==> config.mk <==
export PLATFORM = sky130hd
export DESIGN_NAME = audio_peak_meter
export DESIGN_NICKNAME = d
export VERILOG_FILES = /design/src/rtl/audio_peak_meter.sv
export SDC_FILE = /design/constraint.sdc
export NUM_CORES = 1
export LEC_CHECK = 0
export ABC_CLOCK_PERIOD_IN_PS = 9600
export CELL_PAD_IN_SITES_DETAIL_PLACEMENT = 1
export CELL_PAD_IN_SITES_GLOBAL_PLACEMENT = 1
export CORE_AREA = 2 2 133 135
export CTS_CLUSTER_DIAMETER = 80
export DETAILED_ROUTE_END_ITERATION = 10
export DIE_AREA = 0 0 135 137
export PLACE_DENSITY_LB_ADDON = 0.1
export SYNTH_ARGS = -nofsm -noshare
export SYNTH_HDL_FRONTEND = slang
export SYNTH_SLANG_ARGS = --single-unit
==> constraint.sdc <==
create_clock -name clk -period 9.6 [get_ports clk]
set_input_delay 1.92 -clock clk [delete_from_list [all_inputs] [get_ports clk]]
set_output_delay 1.92 -clock clk [all_outputs]
set_load 0.03 [all_outputs]
==> src/rtl/audio_peak_meter.sv <==
// audio_peak_meter
//   Per-channel peak detector with hold and linear decay. Signed 16-bit
//   left/right samples are turned into unsigned 16-bit envelope magnitudes
//   (full scale 16'hFFFE) for the LED level display.
//
//   Parameters
//     HOLD_SAMPLES : samples a fresh peak is held before decay (1..65535)
//     DECAY_STEP   : amount removed from the peak per sample while decaying
//
//   Ports
//     clk, rst     : clock, asynchronous active-high reset
//     smpl_vld     : single-cycle strobe qualifying lft_in / rht_in
//     lft_in/rht_in: signed two's-complement samples
//     lft_out/rht_out : envelope, updated the cycle after smpl_vld
//     peak_vld     : one-cycle pulse, one cycle after each smpl_vld
//
//   Build option
//     PEAK_STEREO_LINK_EN : when defined, one FSM tracks max(mag_l, mag_r)
//                           and drives both outputs.

module peak_chan #(
  parameter int unsigned HOLD_SAMPLES = 4800,
  parameter logic [15:0] DECAY_STEP   = 16'h0040
) (
  input  logic        clk,
  input  logic        rst,
  input  logic        smpl_vld,
  input  logic [15:0] mag,
  output logic [15:0] peak
);
  typedef enum logic [1:0] {IDLE, HOLD, DECAY} state_t;

  // The counter is loaded with the full hold length: after a capture,
  // HOLD_SAMPLES lower samples keep the peak, the next one moves to DECAY
  // and the one after that applies the first decrement.
  localparam logic [15:0] HOLD_LOAD = 16'(HOLD_SAMPLES);

  state_t      state_q, state_d;
  logic [15:0] peak_q, peak_d;
  logic [15:0] hold_cnt_q, hold_cnt_d;
  logic [16:0] diff;
  logic [15:0] dec;

  // Borrow out of the 17-bit subtraction clamps the decayed peak to 0.
  assign diff = {1'b0, peak_q} - {1'b0, DECAY_STEP};
  assign dec  = diff[16] ? 16'h0000 : diff[15:0];

  always_comb begin
    state_d    = state_q;
    peak_d     = peak_q;
    hold_cnt_d = hold_cnt_q;
    if (smpl_vld) begin
      // Zero never captures, so IDLE always means peak == 0.
      if (mag >= peak_q && mag != 16'h0000) begin
        peak_d     = mag;
        hold_cnt_d = HOLD_LOAD;
        state_d    = HOLD;
      end else begin
        case (state_q)
          HOLD: begin
            if (hold_cnt_q != 16'h0000) hold_cnt_d = hold_cnt_q - 16'h0001;
            else                        state_d    = DECAY;
          end
          DECAY: begin
            if (mag >= dec && mag != 16'h0000) begin
              peak_d     = mag;
              hold_cnt_d = HOLD_LOAD;
              state_d    = HOLD;
            end else begin
              peak_d = dec;
              if (dec == 16'h0000) state_d = IDLE;
            end
          end
          default: ;
        endcase
      end
    end
  end

  always_ff @(posedge clk or posedge rst) begin
    if (rst) begin
      state_q    <= IDLE;
      peak_q     <= 16'h0000;
      hold_cnt_q <= 16'h0000;
    end else begin
      state_q    <= state_d;
      peak_q     <= peak_d;
      hold_cnt_q <= hold_cnt_d;
    end
  end

  // The peak register is the output register: one cycle of latency.
  assign peak = peak_q;
endmodule

module audio_peak_meter #(
  parameter int unsigned HOLD_SAMPLES = 4800,
  parameter logic [15:0] DECAY_STEP   = 16'h0040
) (
  input  logic        clk,
  input  logic        rst,
  input  logic        smpl_vld,
  input  logic [15:0] lft_in,
  input  logic [15:0] rht_in,
  output logic [15:0] lft_out,
  output logic [15:0] rht_out,
  output logic        peak_vld
);
  // min(|x|, 7FFF) << 1 ; -32768 negates to 8000 and saturates to FFFE.
  function automatic logic [15:0] to_mag(input logic [15:0] x);
    logic [15:0] a;
    a = x[15] ? (~x + 16'h0001) : x;
    if (a > 16'h7FFF) a = 16'h7FFF;
    return {a[14:0], 1'b0};
  endfunction

  logic [15:0] mag_l, mag_r;
  logic        peak_vld_q, peak_vld_d;

  assign mag_l = to_mag(lft_in);
  assign mag_r = to_mag(rht_in);

`ifdef PEAK_STEREO_LINK_EN
  logic [15:0] mag_link;
  logic [15:0] peak_link;
  assign mag_link = (mag_l > mag_r) ? mag_l : mag_r;

  peak_chan #(.HOLD_SAMPLES(HOLD_SAMPLES), .DECAY_STEP(DECAY_STEP)) u_link (
    .clk(clk), .rst(rst), .smpl_vld(smpl_vld), .mag(mag_link), .peak(peak_link)
  );
  assign lft_out = peak_link;
  assign rht_out = peak_link;
`else
  logic [1:0][15:0] mag_ch, peak_ch;
  assign mag_ch = {mag_r, mag_l};

  for (genvar g = 0; g < 2; g++) begin : g_ch
    peak_chan #(.HOLD_SAMPLES(HOLD_SAMPLES), .DECAY_STEP(DECAY_STEP)) u_chan (
      .clk(clk), .rst(rst), .smpl_vld(smpl_vld), .mag(mag_ch[g]), .peak(peak_ch[g])
    );
  end
  assign lft_out = peak_ch[0];
  assign rht_out = peak_ch[1];
`endif

  assign peak_vld_d = smpl_vld;

  always_ff @(posedge clk or posedge rst) begin
    if (rst) peak_vld_q <= 1'b0;
    else     peak_vld_q <= peak_vld_d;
  end

  assign peak_vld = peak_vld_q;
endmodule

==> impl_metrics.prom <==
# TYPE chip_impl_metric gauge
chip_impl_metric{name="avgRoutedWirePerCell",unit="µm"} 19.5
chip_impl_metric{name="syn-instance-count",unit=""} 849
chip_impl_metric{name="worstHoldPathCells",unit=""} 1
chip_impl_metric{name="required_time_of_the_critical_path",unit="ns"} 9.82
chip_impl_info{name="worst_hold_startpoint",value="g_ch[1].u_chan.hold_cnt_q[15]"} 1
chip_impl_metric{name="total_placed_instance_area",unit="mm²"} 0.00755
chip_impl_metric{name="nNetsFinal",unit=""} 997
chip_impl_metric{name="r2r_slack",unit="ns"} 4.88
chip_impl_metric{name="track_usage",unit="%"} 24.7
chip_impl_info{name="worst_path_cell_with_the_longest_stage_delay",value="sky130_fd_sc_hd__nor3_1"} 1
chip_impl_metric{name="die_x",unit="µm"} 135
chip_impl_info{name="launching_element_of_the_worst_setup_path",value="lft_in[4]"} 1
chip_impl_metric{name="cts.clk_slew.worst_paths",unit="ns"} 0.06
chip_impl_metric{name="first_global_vias",unit=""} 6897
chip_impl_metric{name="p_total",unit="mW"} 2.49
chip_impl_metric{name="maxSlewViolCount",unit=""} 0
chip_impl_metric{name="pwr_density_cell",unit="mW/mm²"} 317
chip_impl_metric{name="vias",unit=""} 6665
chip_impl_metric{name="drt.antenna.violating_nets",unit=""} 0
chip_impl_metric{name="synth_top_area_share",unit="%"} 25.6
chip_impl_metric{name="register_bit_total_from_synthesis",unit=""} 69
chip_impl_info{name="synthDominantAreaCellType",value="sky130_fd_sc_hd__dfrtp_1"} 1
chip_impl_info{name="r2r_end",value="g_ch[0].u_chan.peak[0]"} 1
chip_impl_metric{name="fmax",unit="MHz"} 141
chip_impl_info{name="cts_tree",value="yes"} 1
chip_impl_metric{name="floorplan.io_pins",unit=""} 68
chip_impl_metric{name="htree_levels",unit=""} 3
chip_impl_info{name="setup.worst_path.start_class",value="input port"} 1
chip_impl_info{name="cell_mode_on_critical_path",value="sky130_fd_sc_hd__nand2_1"} 1
chip_impl_metric{name="stdcell_area",unit="mm²"} 0.00787
chip_impl_metric{name="hold_viol_final",unit=""} 0
chip_impl_info{name="criticalPathCategory",value="input port to flip-flop"} 1
chip_impl_metric{name="slowest_delay",unit="ns"} 1.08
chip_impl_metric{name="holdBufCountCts",unit=""} 0
chip_impl_metric{name="tritoncts.num_buffers",unit=""} 9
chip_impl_metric{name="fin_worst_skew",unit="ns"} 0.00870
chip_impl_metric{name="overflow",unit=""} 0
chip_impl_metric{name="start_util",unit="%"} 39.5
chip_impl_metric{name="postRouteWirelength",unit="µm"} 21900
chip_impl_info{name="grt_setup_unrepaired",value="no"} 1
chip_impl_info{name="min_to",value="g_ch[1].u_chan.hold_cnt_q[15]"} 1
chip_impl_metric{name="synth.cell_area",unit="mm²"} 0.00674
chip_impl_metric{name="avgSynthCellArea",unit="µm²"} 7.94
chip_impl_info{name="synth.most_common_cell",value="sky130_fd_sc_hd__nand2_1"} 1
chip_impl_metric{name="sum_of_negative_setup_slack",unit="ns"} 0
chip_impl_info{name="synth_top_cells_by_count",value="sky130_fd_sc_hd__nand2_1 (95), sky130_fd_sc_hd__inv_1 (71), sky130_fd_sc_hd__dfrtp_1 (69)"} 1
chip_impl_metric{name="syn-num-nets",unit=""} 950
chip_impl_metric{name="cell_depth_of_the_worst_flop_to_flop_path",unit=""} 17
chip_impl_metric{name="port_buffers",unit=""} 67
chip_impl_metric{name="worst_ir_drop_vdd",unit="µV"} 145
chip_impl_info{name="setup.worst_path.end_class",value="flip-flop"} 1
chip_impl_metric{name="max-clock-path-buffers",unit=""} 2
chip_impl_metric{name="finalCriticalPeriod",unit="ns"} 7.08
chip_impl_info{name="run_status",value="completed"} 1
chip_impl_metric{name="post-dp-hpwl",unit="µm"} 17000
chip_impl_metric{name="grt_start_max_net_pins",unit=""} 70
chip_impl_metric{name="first_pass_iteration_count_of_the_detailed_router",unit=""} 4
chip_impl_metric{name="postCtsSetupRepairBufs",unit=""} 0
chip_impl_info{name="clockRootBuffer",value="sky130_fd_sc_hd__clkbuf_16"} 1
chip_impl_metric{name="ys_types",unit=""} 82
chip_impl_metric{name="num_rows",unit=""} 48
chip_impl_metric{name="core",unit="mm²"} 0.0171
chip_impl_metric{name="share_of_synthesized_area_occupied_by_flip_flops_and_latches",unit="%"} 25.6
chip_impl_info{name="synthFlopType",value="sky130_fd_sc_hd__dfrtp_1"} 1
chip_impl_metric{name="last_weighted_congestion_value_of_the_routability_driven_placer",unit=""} 0.893
chip_impl_info{name="worstPathCellList",value="clkdlybuf4s50_1 -> nor3_1 -> nand3_1 -> nand2_1 -> xor2_1 -> nand2_1 -> ha_1 -> nand4_1 -> or3_1 -> o221ai_1 -> a21oi_1 -> a22o_1 -> nor2_2 -> buf_4 -> o21ai_0 -> a32o_1"} 1
chip_impl_metric{name="drcViolationCount",unit=""} 0
chip_impl_metric{name="die_area",unit="mm²"} 0.0185
chip_impl_metric{name="synth_async_sr_flop_share",unit="%"} 100
chip_impl_metric{name="postCtsResizedCells",unit=""} 0
chip_impl_info{name="netlist_top_cells_area",value="sky130_fd_sc_hd__dfrtp_1 (26%), sky130_fd_sc_hd__ha_1 (12%), sky130_fd_sc_hd__nand2_1 (5.3%)"} 1
chip_impl_metric{name="setup_violations",unit=""} 0
chip_impl_metric{name="antenna_violations_before_repair",unit=""} 0
chip_impl_metric{name="die_height",unit="µm"} 137
chip_impl_metric{name="max_cap_violations",unit=""} 0
chip_impl_info{name="timing.hold.worst.class",value="flip-flop to flip-flop"} 1
chip_impl_metric{name="grt_pass1_wl",unit="µm"} 36100
chip_impl_metric{name="final.period_utilization",unit="%"} 73.7
chip_impl_metric{name="drt-vias-per-instance",unit=""} 5.92
chip_impl_metric{name="clk-insertion-delay-late",unit="ns"} 0.34
chip_impl_metric{name="clock_sinks",unit=""} 69
chip_impl_metric{name="crit_fanout",unit=""} 19
chip_impl_metric{name="dr.first_iter.drc_count",unit=""} 426
chip_impl_metric{name="worst_slew_pin_slew",unit="ns"} 1.28
chip_impl_metric{name="final_layout_size_suffix_gt1_share",unit="%"} 5.88
chip_impl_metric{name="synth_warnings",unit=""} 0
chip_impl_metric{name="crit_arrival",unit="ns"} 7.30
chip_impl_info{name="critical_path.reg2reg.startpoint",value="g_ch[0].u_chan.peak[6]"} 1
chip_impl_metric{name="synth_edf_count",unit=""} 0
chip_impl_metric{name="power.static_leakage",unit="nW"} 3.41
chip_impl_metric{name="syn2layout_area_growth",unit="%"} 16.8
chip_impl_metric{name="max_slew_headroom",unit="%"} 13.9
chip_impl_metric{name="num_antenna_cells",unit=""} 0
-- flip-flops by register name, summed over array words and instances (netlist names) --
signal                  count
g_ch.u_chan.hold_cnt_q     32
g_ch.u_chan.state_q         4
g_ch.u_chan.peak           32
peak_vld                    1
-- per-stage QoR --
step,setup WS (ns),std cells,util [%],hold WS (ns)
floorplan,4.11,849,-,0.449
global placement,2.33,1110,44.2,0.464
detailed placement,2.21,1110,44.2,0.472
CTS,2.55,1126,46.2,0.487
global route,2.06,1126,46.2,0.509
finish,2.52,1126,46.2,0.483
-- placed cells by master, fill, tap and decap left out, drive strengths merged, types with 16 or more instances in the layout --
cell type	count
a21o	16
a21oi	47
a31oi	22
clkdlybuf4s50	67
dfrtp	69
ha	66
inv	75
mux2i	20
nand2	95
nand3	17
nand4	18
nor2	63
nor3	24
nor4	16
o21ai	58
-- area by class of cell --
class / count / area [µm²]
fillers: 2086 / 9180
multi-input cells: 674 / 4570
flip-flops and latches: 69 / 1730
repair buffers: 71 / 701
well taps: 225 / 282
inverters: 71 / 267
clock buffers: 9 / 225
clock inverters: 7 / 103
-- critical path: cells and delay by family --
family	cells	cell delay, ns
and+or+nand+nor	7	2.37
AOI/OAI and AO/OA	5	1.61
buffers and inverters	2	0.86
adders and majority gates	1	0.37
xor gates and xnor gates	1	0.17
-- report_power, final --
group,switching [mW],internal [mW]
sequential,0.173,0.409
combinational,0.920,0.615
clock,0.144,0.231
total,1.24,1.26
-- metal layers --
| metal | vias to the layer above | GRT usage (%) | part of all wire (%) |
|---|---|---|---|
| met3 | 32 | 3.37 | 3.7 |
| met2 | 131 | 42.4 | 48 |
| met5 | - | 0 | 0 |
| met4 | 0 | 7.93 | 2.0 |
| met1 | 3305 | 32.2 | 46 |
| li1 | 3197 | - | - |
-- kinds of logic after synthesis --
| family | count (synthesis) | share of synthesized area [%] |
|---|---|---|
| xor+xnor | 29 | 3.77 |
| flops | 69 | 25.6 |
| buf+inv | 106 | 6.55 |
| mux | 26 | 3.97 |
| fa+ha+maj | 67 | 12.4 |
| simple gates | 318 | 24.5 |
| compound gates | 234 | 23.2 |
-- how the worst max path moves through the flow --
stage | endpoint | depth (start not counted)
after floorplan | g_ch[0].u_chan.hold_cnt_q[1] | 16
after global placement | g_ch[0].u_chan.peak[3] | 15
after detailed placement | g_ch[0].u_chan.peak[3] | 16
after CTS | g_ch[0].u_chan.peak[3] | 16
after global routing | g_ch[0].u_chan.peak[3] | 16
final | g_ch[0].u_chan.peak[3] | 16
(Power assumes the default switching activity.)
